$ cat config.mk
export PLATFORM = sky130hd
export DESIGN_NAME = reduce_r_flat
export DESIGN_NICKNAME = d
export VERILOG_FILES = /design/src/rtl/reduce_r_pkg.sv /design/src/rtl/reduce_r_if.sv /design/src/rtl/reduce_r_node.sv /design/src/rtl/reduce_r.sv /design/src/flat_wrapper.sv
export SDC_FILE = /design/constraint.sdc
export NUM_CORES = 1
export LEC_CHECK = 0
export BUFFER_PORTS_ARGS = -buffer_cell sky130_fd_sc_hd__buf_2
export CAP_MARGIN = 25
export CORE_MARGIN = 8
export CORE_UTILIZATION = 45
export CTS_CLUSTER_SIZE = 20
export DETAILED_ROUTE_END_ITERATION = 7
export GPL_TIMING_DRIVEN = 0
export PLACE_DENSITY_LB_ADDON = 0.12
export SLEW_MARGIN = 0
export SYNTH_ARGS = -nofsm -noshare
export SYNTH_HDL_FRONTEND = slang
export SYNTH_SLANG_ARGS = --single-unit
export TNS_END_PERCENT = 5
$ cat constraint.sdc
create_clock -name clk -period 4.5 [get_ports clk]
set_clock_uncertainty 0.15 [all_clocks]
set_input_delay 0 -clock clk [delete_from_list [all_inputs] [get_ports clk]]
set_output_delay 0 -clock clk [all_outputs]
set_load 0.01 [all_outputs]
$ cat src/rtl/reduce_r_pkg.sv
// reduce_r package: op encodings, identity values and tree sizing helpers.
// Sizing helpers are constant functions used at elaboration time only.
package reduce_r_pkg;

  typedef enum logic [1:0] {
    OP_AND  = 2'b00,
    OP_OR   = 2'b01,
    OP_XOR  = 2'b10,
    OP_XNOR = 2'b11
  } op_e;

  // Identity element: 1 for AND, 0 for OR/XOR/XNOR.
  function automatic logic id_of(input logic [1:0] op);
    return (op == OP_AND);
  endfunction

  // max(1, ceil(log_radix(width))).
  function automatic int clog_radix(input int width, input int radix);
    int     l;
    longint p;
    l = 0;
    p = 1;
    for (int i = 0; i < 64; i++) begin
      if (p < width) begin
        p = p * radix;
        l = l + 1;
      end
    end
    return (l < 1) ? 1 : l;
  endfunction

  // Number of signals at tree level k (level 0 = input lanes).
  function automatic int nodes_at(input int width, input int radix,
                                  input int k);
    int n;
    n = width;
    for (int i = 0; i < k; i++) n = (n + radix - 1) / radix;
    return n;
  endfunction

  // Bit offset of level k inside the flattened level vector.
  function automatic int lvl_off(input int width, input int radix,
                                 input int k);
    int s;
    s = 0;
    for (int i = 0; i < k; i++) s = s + nodes_at(width, radix, i);
    return s;
  endfunction

endpackage

$ cat src/rtl/reduce_r_if.sv
// reduce_r stream interface: ce, input beat (valid/op/mask/data), result.
// master drives the beat and ce; slave is the reduction pipeline.
interface reduce_r_if
  import reduce_r_pkg::*;
#(
  parameter int WIDTH = 8
);

  logic             ce;
  logic             din_valid;
  logic [1:0]       din_op;
  logic [WIDTH-1:0] din_mask;
  logic [WIDTH-1:0] din;
  logic             dout_valid;
  logic [1:0]       dout_op;
  logic             dout;

  modport master (
    output ce, din_valid, din_op, din_mask, din,
    input  dout_valid, dout_op, dout
  );

  modport slave (
    input  ce, din_valid, din_op, din_mask, din,
    output dout_valid, dout_op, dout
  );

endinterface

$ cat src/rtl/reduce_r_node.sv
// reduce_r_node: up-to-RADIX input registered AND/OR/XOR combiner.
// Ports: clk, srst_n, ce_i, op_i, d_i[RADIX], q_o (registered).
module reduce_r_node
  import reduce_r_pkg::*;
#(
  parameter int RADIX = 6,
  parameter bit FINAL = 1'b0
) (
  input  logic             clk,
  input  logic             srst_n,
  input  logic             ce_i,
  input  logic [1:0]       op_i,
  input  logic [RADIX-1:0] d_i,
  output logic             q_o
);

  logic q_d;
  logic q_q;

  // XNOR runs as XOR inside the tree; only the last node inverts.
  always_comb begin
    q_d = 1'b0;
    unique case (1'b1)
      (op_i == OP_AND): q_d = &d_i;
      (op_i == OP_OR):  q_d = |d_i;
      (op_i == OP_XOR): q_d = ^d_i;
      default:          q_d = FINAL ? ~^d_i : ^d_i;
    endcase
  end

  always_ff @(posedge clk) begin
    if (!srst_n) begin
      q_q <= 1'b0;
    end else if (ce_i) begin
      q_q <= q_d;
    end
  end

  assign q_o = q_q;

endmodule

$ cat src/rtl/reduce_r.sv
// reduce_r: pipelined masked AND/OR/XOR/XNOR reduction, LEVELS stages.
// Ports: clk, srst_n, bus (reduce_r_if.slave: ce, din_*, dout_*).
module reduce_r
  import reduce_r_pkg::*;
#(
  parameter int WIDTH = 8,
  parameter int RADIX = 6
) (
  input  logic        clk,
  input  logic        srst_n,
  reduce_r_if.slave   bus
);

  if (WIDTH < 1 || RADIX < 2 || RADIX > 6) begin : g_bad
    $fatal(1, "reduce_r: WIDTH must be >=1 and RADIX 2..6");
  end

  localparam int LEVELS = clog_radix(WIDTH, RADIX);
  localparam int TOT    = lvl_off(WIDTH, RADIX, LEVELS + 1);

  // All tree levels flattened: lanes first, final node in the MSB.
  logic [TOT-1:0]          v;
  logic [WIDTH-1:0]        lane;
  logic [LEVELS-1:0][1:0]  op_q, op_d;
  logic [LEVELS-1:0]       vld_q, vld_d;

  always_comb begin
    lane = '0;
    for (int i = 0; i < WIDTH; i++) begin
      lane[i] = bus.din_mask[i] ? bus.din[i] : id_of(bus.din_op);
    end
  end

  assign v[WIDTH-1:0] = lane;

  for (genvar k = 1; k <= LEVELS; k++) begin : g_lvl
    localparam int NIN = nodes_at(WIDTH, RADIX, k - 1);
    localparam int N   = nodes_at(WIDTH, RADIX, k);
    localparam int OI  = lvl_off(WIDTH, RADIX, k - 1);
    localparam int OO  = lvl_off(WIDTH, RADIX, k);

    // Level k works on the beat whose op sits k-2 deep in the shifter.
    logic [1:0] lop;
    if (k == 1) begin : g_op1
      assign lop = bus.din_op;
    end else begin : g_opn
      assign lop = op_q[k-2];
    end

    for (genvar j = 0; j < N; j++) begin : g_node
      logic [RADIX-1:0] d;
      for (genvar r = 0; r < RADIX; r++) begin : g_in
        if (j * RADIX + r < NIN) begin : g_real
          assign d[r] = v[OI + j*RADIX + r];
        end else begin : g_pad
          assign d[r] = id_of(lop);
        end
      end

      reduce_r_node #(
        .RADIX (RADIX),
        .FINAL (k == LEVELS)
      ) u_node (
        .clk    (clk),
        .srst_n (srst_n),
        .ce_i   (bus.ce),
        .op_i   (lop),
        .d_i    (d),
        .q_o    (v[OO + j])
      );
    end
  end

  always_comb begin
    op_d  = op_q;
    vld_d = vld_q;
    if (bus.ce) begin
      op_d[0]  = bus.din_op;
      vld_d[0] = bus.din_valid;
      for (int i = 1; i < LEVELS; i++) begin
        op_d[i]  = op_q[i-1];
        vld_d[i] = vld_q[i-1];
      end
    end
  end

  always_ff @(posedge clk) begin
    if (!srst_n) begin
      op_q  <= '0;
      vld_q <= '0;
    end else begin
      op_q  <= op_d;
      vld_q <= vld_d;
    end
  end

  assign bus.dout       = v[TOT-1];
  assign bus.dout_op    = op_q[LEVELS-1];
  assign bus.dout_valid = vld_q[LEVELS-1];

endmodule
$ cat src/flat_wrapper.sv
// flat-port wrapper written by rule: the top's interface ports become plain ports
module reduce_r_flat import reduce_r_pkg::*;
#(
  parameter int WIDTH = 8,
  parameter int RADIX = 6
)
  (clk, srst_n, bus_ce, bus_din_valid, bus_din_op, bus_din_mask, bus_din, bus_dout_valid, bus_dout_op, bus_dout);
  reduce_r_if #(.WIDTH(WIDTH)) bus_i ();
  input  logic clk;
  input  logic srst_n;
  input wire logic [$bits(bus_i.ce)-1:0] bus_ce;
  input wire logic [$bits(bus_i.din_valid)-1:0] bus_din_valid;
  input wire logic [$bits(bus_i.din_op)-1:0] bus_din_op;
  input wire logic [$bits(bus_i.din_mask)-1:0] bus_din_mask;
  input wire logic [$bits(bus_i.din)-1:0] bus_din;
  output wire logic [$bits(bus_i.dout_valid)-1:0] bus_dout_valid;
  output wire logic [$bits(bus_i.dout_op)-1:0] bus_dout_op;
  output wire logic [$bits(bus_i.dout)-1:0] bus_dout;
  assign bus_i.ce = bus_ce;
  assign bus_i.din_valid = bus_din_valid;
  assign bus_i.din_op = bus_din_op;
  assign bus_i.din_mask = bus_din_mask;
  assign bus_i.din = bus_din;
  assign bus_dout_valid = bus_i.dout_valid;
  assign bus_dout_op = bus_i.dout_op;
  assign bus_dout = bus_i.dout;
  reduce_r #(.WIDTH(WIDTH), .RADIX(RADIX)) u_core (.clk(clk), .srst_n(srst_n), .bus(bus_i));
endmodule
==> out/metrics.csv <==
stage,metric,value,unit
logic_synthesis,Post-Synthesis Net Count,114,
cells_and_area,# diodes,0,
clocking,CTS max path bufs,2,
cells_and_area,layout cells sized above 1,25.2,%
route,DR vias,636,
logic_synthesis,post-synth cell types,23,
placed_design,# port buffers,24,
clocking,Root Driver,clkbuf_4,
placed_design,hpwl dp,1090,µm
timing,fin. max-slew vios,0,
route,Via density,4.71,
run,Max-Cap Viols,0,
global_routing,first-pass GRT wire length,2550,µm
route,DR WL/cell,10.6,µm
floorplan,I/O pin count,26,
global_routing,largest net degree at the start of global routing,11,
cells_and_area,area growth from synthesis to layout,37.9,%
timing,RSZ-0062 raised after global routing,false,
clocking,CTS Buf Count,3,
cells_and_area,nets@finish,152,
setup_path,Critical Path RT,4.49,ns
placed_design,dpl cells,122,
clocking,"Reg clk slew, reported paths",0.06,ns
timing,fmax,394,MHz
clocking,CTS tree,yes,
global_routing,total congestion overflow,0,
placed_design,GP Congestion,0.719,
global_routing,number of global-route vias before repair,624,
power_and_ir_drop,Pwr per Cell Area,227,mW/mm²
timing,slew at the pin closest to its max-slew limit,0.352,ns
timing,min Tclk post-route,2.54,ns
logic_synthesis,syn avg cell area,8.25,µm²
floorplan,std cell rows,14,
logic_synthesis,Ys Warns,0,
floorplan,die span in x,54.8,µm
logic_synthesis,Synth Cell Area,677,µm²
route,Final ANT Viol Nets,0,
setup_path,Setup crit start kind,input port,
logic_synthesis,"flops & latches, synth",9,
setup_path,nature of the critical path endpoint,register,
cells_and_area,Final Non-Filler Cells,135,
global_routing,initial antenna violation count,0,
timing,period utilization,56.4,%
outcome,outcome,"finished, final reports clean",
route,Initial DRT Pass Iterations,2,
floorplan,floorplan core area,0.00145,mm²
power_and_ir_drop,peak supply drop,292,µV
floorplan,starting density of the core,46.6,%
floorplan,Die Span Y,54.8,µm
worst_hold_path,worst min path class,in2reg,
logic_synthesis,sequential cell area fraction in the yosys report,26.6,%
route,# DRC,0,
route,Initial DRC Count,6,
timing,Slew HR,76.5,%
timing,setup TNS,0,ns
global_routing,Total GRT Usage,11.3,%
logic_synthesis,Post-Syn Instances,82,
timing,Final Hold Fails,0,
timing,final setup fails,0,
power_and_ir_drop,leakage power,0.486,nW
setup_path,Setup CP Type,in2reg,
floorplan,DIE AREA,0.00300,mm²
clocking,clock sink count,9,
clocking,worst-skew pair later-pin latency,0.25,ns
route,drt total wl,1430,µm
setup_path,WP data arrival,2.53,ns
setup_path,CP Max Fanout,9,
clocking,H-tree Lvls,1,
clocking,Post-CTS Setup Inserts,0,
critical path, stage by stage:
cell and delay (ns):
dlygate4sd3_1 0.54, buf_2 0.15, or2_1 0.23, buf_6 0.14
o21ai_1 0.16, ha_1 0.27, xor3_1 0.34, nand2_1 0.08
a31oi_1 0.07, dlygate4sd3_1 0.55
cell type report:
| class | instances | area (µm²) |
|---|---|---|
| Multi-Input combinational cell | 60 | 439 |
| Buffer | 3 | 20.0 |
| Inverter | 10 | 37.5 |
| Fill cell | 143 | 520 |
| Timing Repair Buffer | 33 | 210 |
| Tap cell | 16 | 20.0 |
| Clock buffer | 4 | 26.3 |
| Sequential cell | 9 | 180 |
registers in the layout, indices dropped and copies added (netlist names):
name,cells
u_core.bus.dout_op,2
u_core.g_lvl.g_node.u_node.q_o,3
u_core.g_lvl.lop,2
u_core.vld_q,2
cell families after synthesis:
family	count (synthesis)	synth area share (%)
XOR/XNOR	2	4.81
buffers and inverters	13	8.50
AND/OR/NAND/NOR	26	19.2
AO/OA/AOI/OAI	16	13.5
flip-flops	9	26.6
adder cells (fa/ha/maj)	10	18.5
multiplexers	6	8.87
power by group:
group | total (mW) | switching, mW | internal [mW] | leakage, nW
clock | 0.0602 | 0.0261 | 0.0340 | 0.0150
sequential | 0.0882 | 0.00361 | 0.0846 | 0.0740
combinational | 0.0630 | 0.0265 | 0.0365 | 0.397
placed cells by master, fill, tap and decap left out, types with 2 or more instances in the layout:
cell / instances
nor2b_1: 7
o21ai_1: 8
inv_1: 10
nand3_1: 2
ha_1: 10
nand2_1: 12
nand3b_1: 2
buf_2: 25
dfxtp_1: 9
a31oi_1: 2
o21ai_0: 2
clkbuf_4: 3
dlygate4sd3_1: 9
clkbuf_1: 2
mux2i_1: 6
routing by layer:
layer  GRT usage [%]  part of all wire, %
met4            2.46                    0
met3            4.89                  7.6
met2            18.5                   48
met5               0                    0
met1            13.3                   45
stage by stage:
| stage | utilization (%) | instance area [µm²] | hold slack, ns | worst slack, ns | power (mW) |
|---|---|---|---|---|---|
| 6_report | 64.2 | 933 | 0.217 | 1.96 | 0.211 |
| 5_1_grt | 64.2 | 933 | 0.261 | 1.84 | 0.231 |
| 4_1_cts | 64.2 | 933 | 0.225 | 1.98 | 0.214 |
| 3_5_place_dp | 56.2 | 817 | 0.116 | 2.79 | 0.147 |
| 3_3_place_gp | 56.2 | 817 | 0.112 | 2.79 | 0.145 |
| 2_1_floorplan | - | 677 | 0.00251 | 3.00 | 0.128 |
synth_stat cells, drive strengths merged:
library cell / n / area, µm²
o21ai: 10 / 50.1
nor2b: 7 / 43.8
o21a: 1 / 7.51
a211o: 1 / 8.76
buf: 2 / 16.3
o31ai: 1 / 7.51
dfxtp: 9 / 180
xor3: 1 / 23.8
a21oi: 1 / 5.00
xor2: 1 / 8.76
or2: 2 / 12.5
a31oi: 2 / 12.5
mux2i: 6 / 60.1
nand3: 2 / 10.0
ha: 10 / 125
inv: 10 / 37.5
nor2: 1 / 3.75
clkbuf: 1 / 3.75
nand3b: 2 / 15.0
nand2: 12 / 45.0
final timing paths:
path / start / end / slack [ns] / cells past startpoint
setup / recovery: bus_din_op[0] / u_core.g_lvl[1].g_node[0].u_node.q_o / 1.96 / 10
hold / removal: bus_din_mask[7] / u_core.g_lvl[1].g_node[1].u_node.q_o / 0.22 / 7
setup reg to reg: u_core.g_lvl[2].lop[0] / u_core.g_lvl[2].lop[0] / 3.08 / 3
hold reg to reg: u_core.vld_q[1] / u_core.vld_q[1] / 0.36 / 2
what timing repair did:
item | in CTS | in global routing
hold buffers | 9 | 0
resized for setup | 0 | 0
endpoints found under the hold margin | 9 | 0
(Power assumes the default switching activity.)
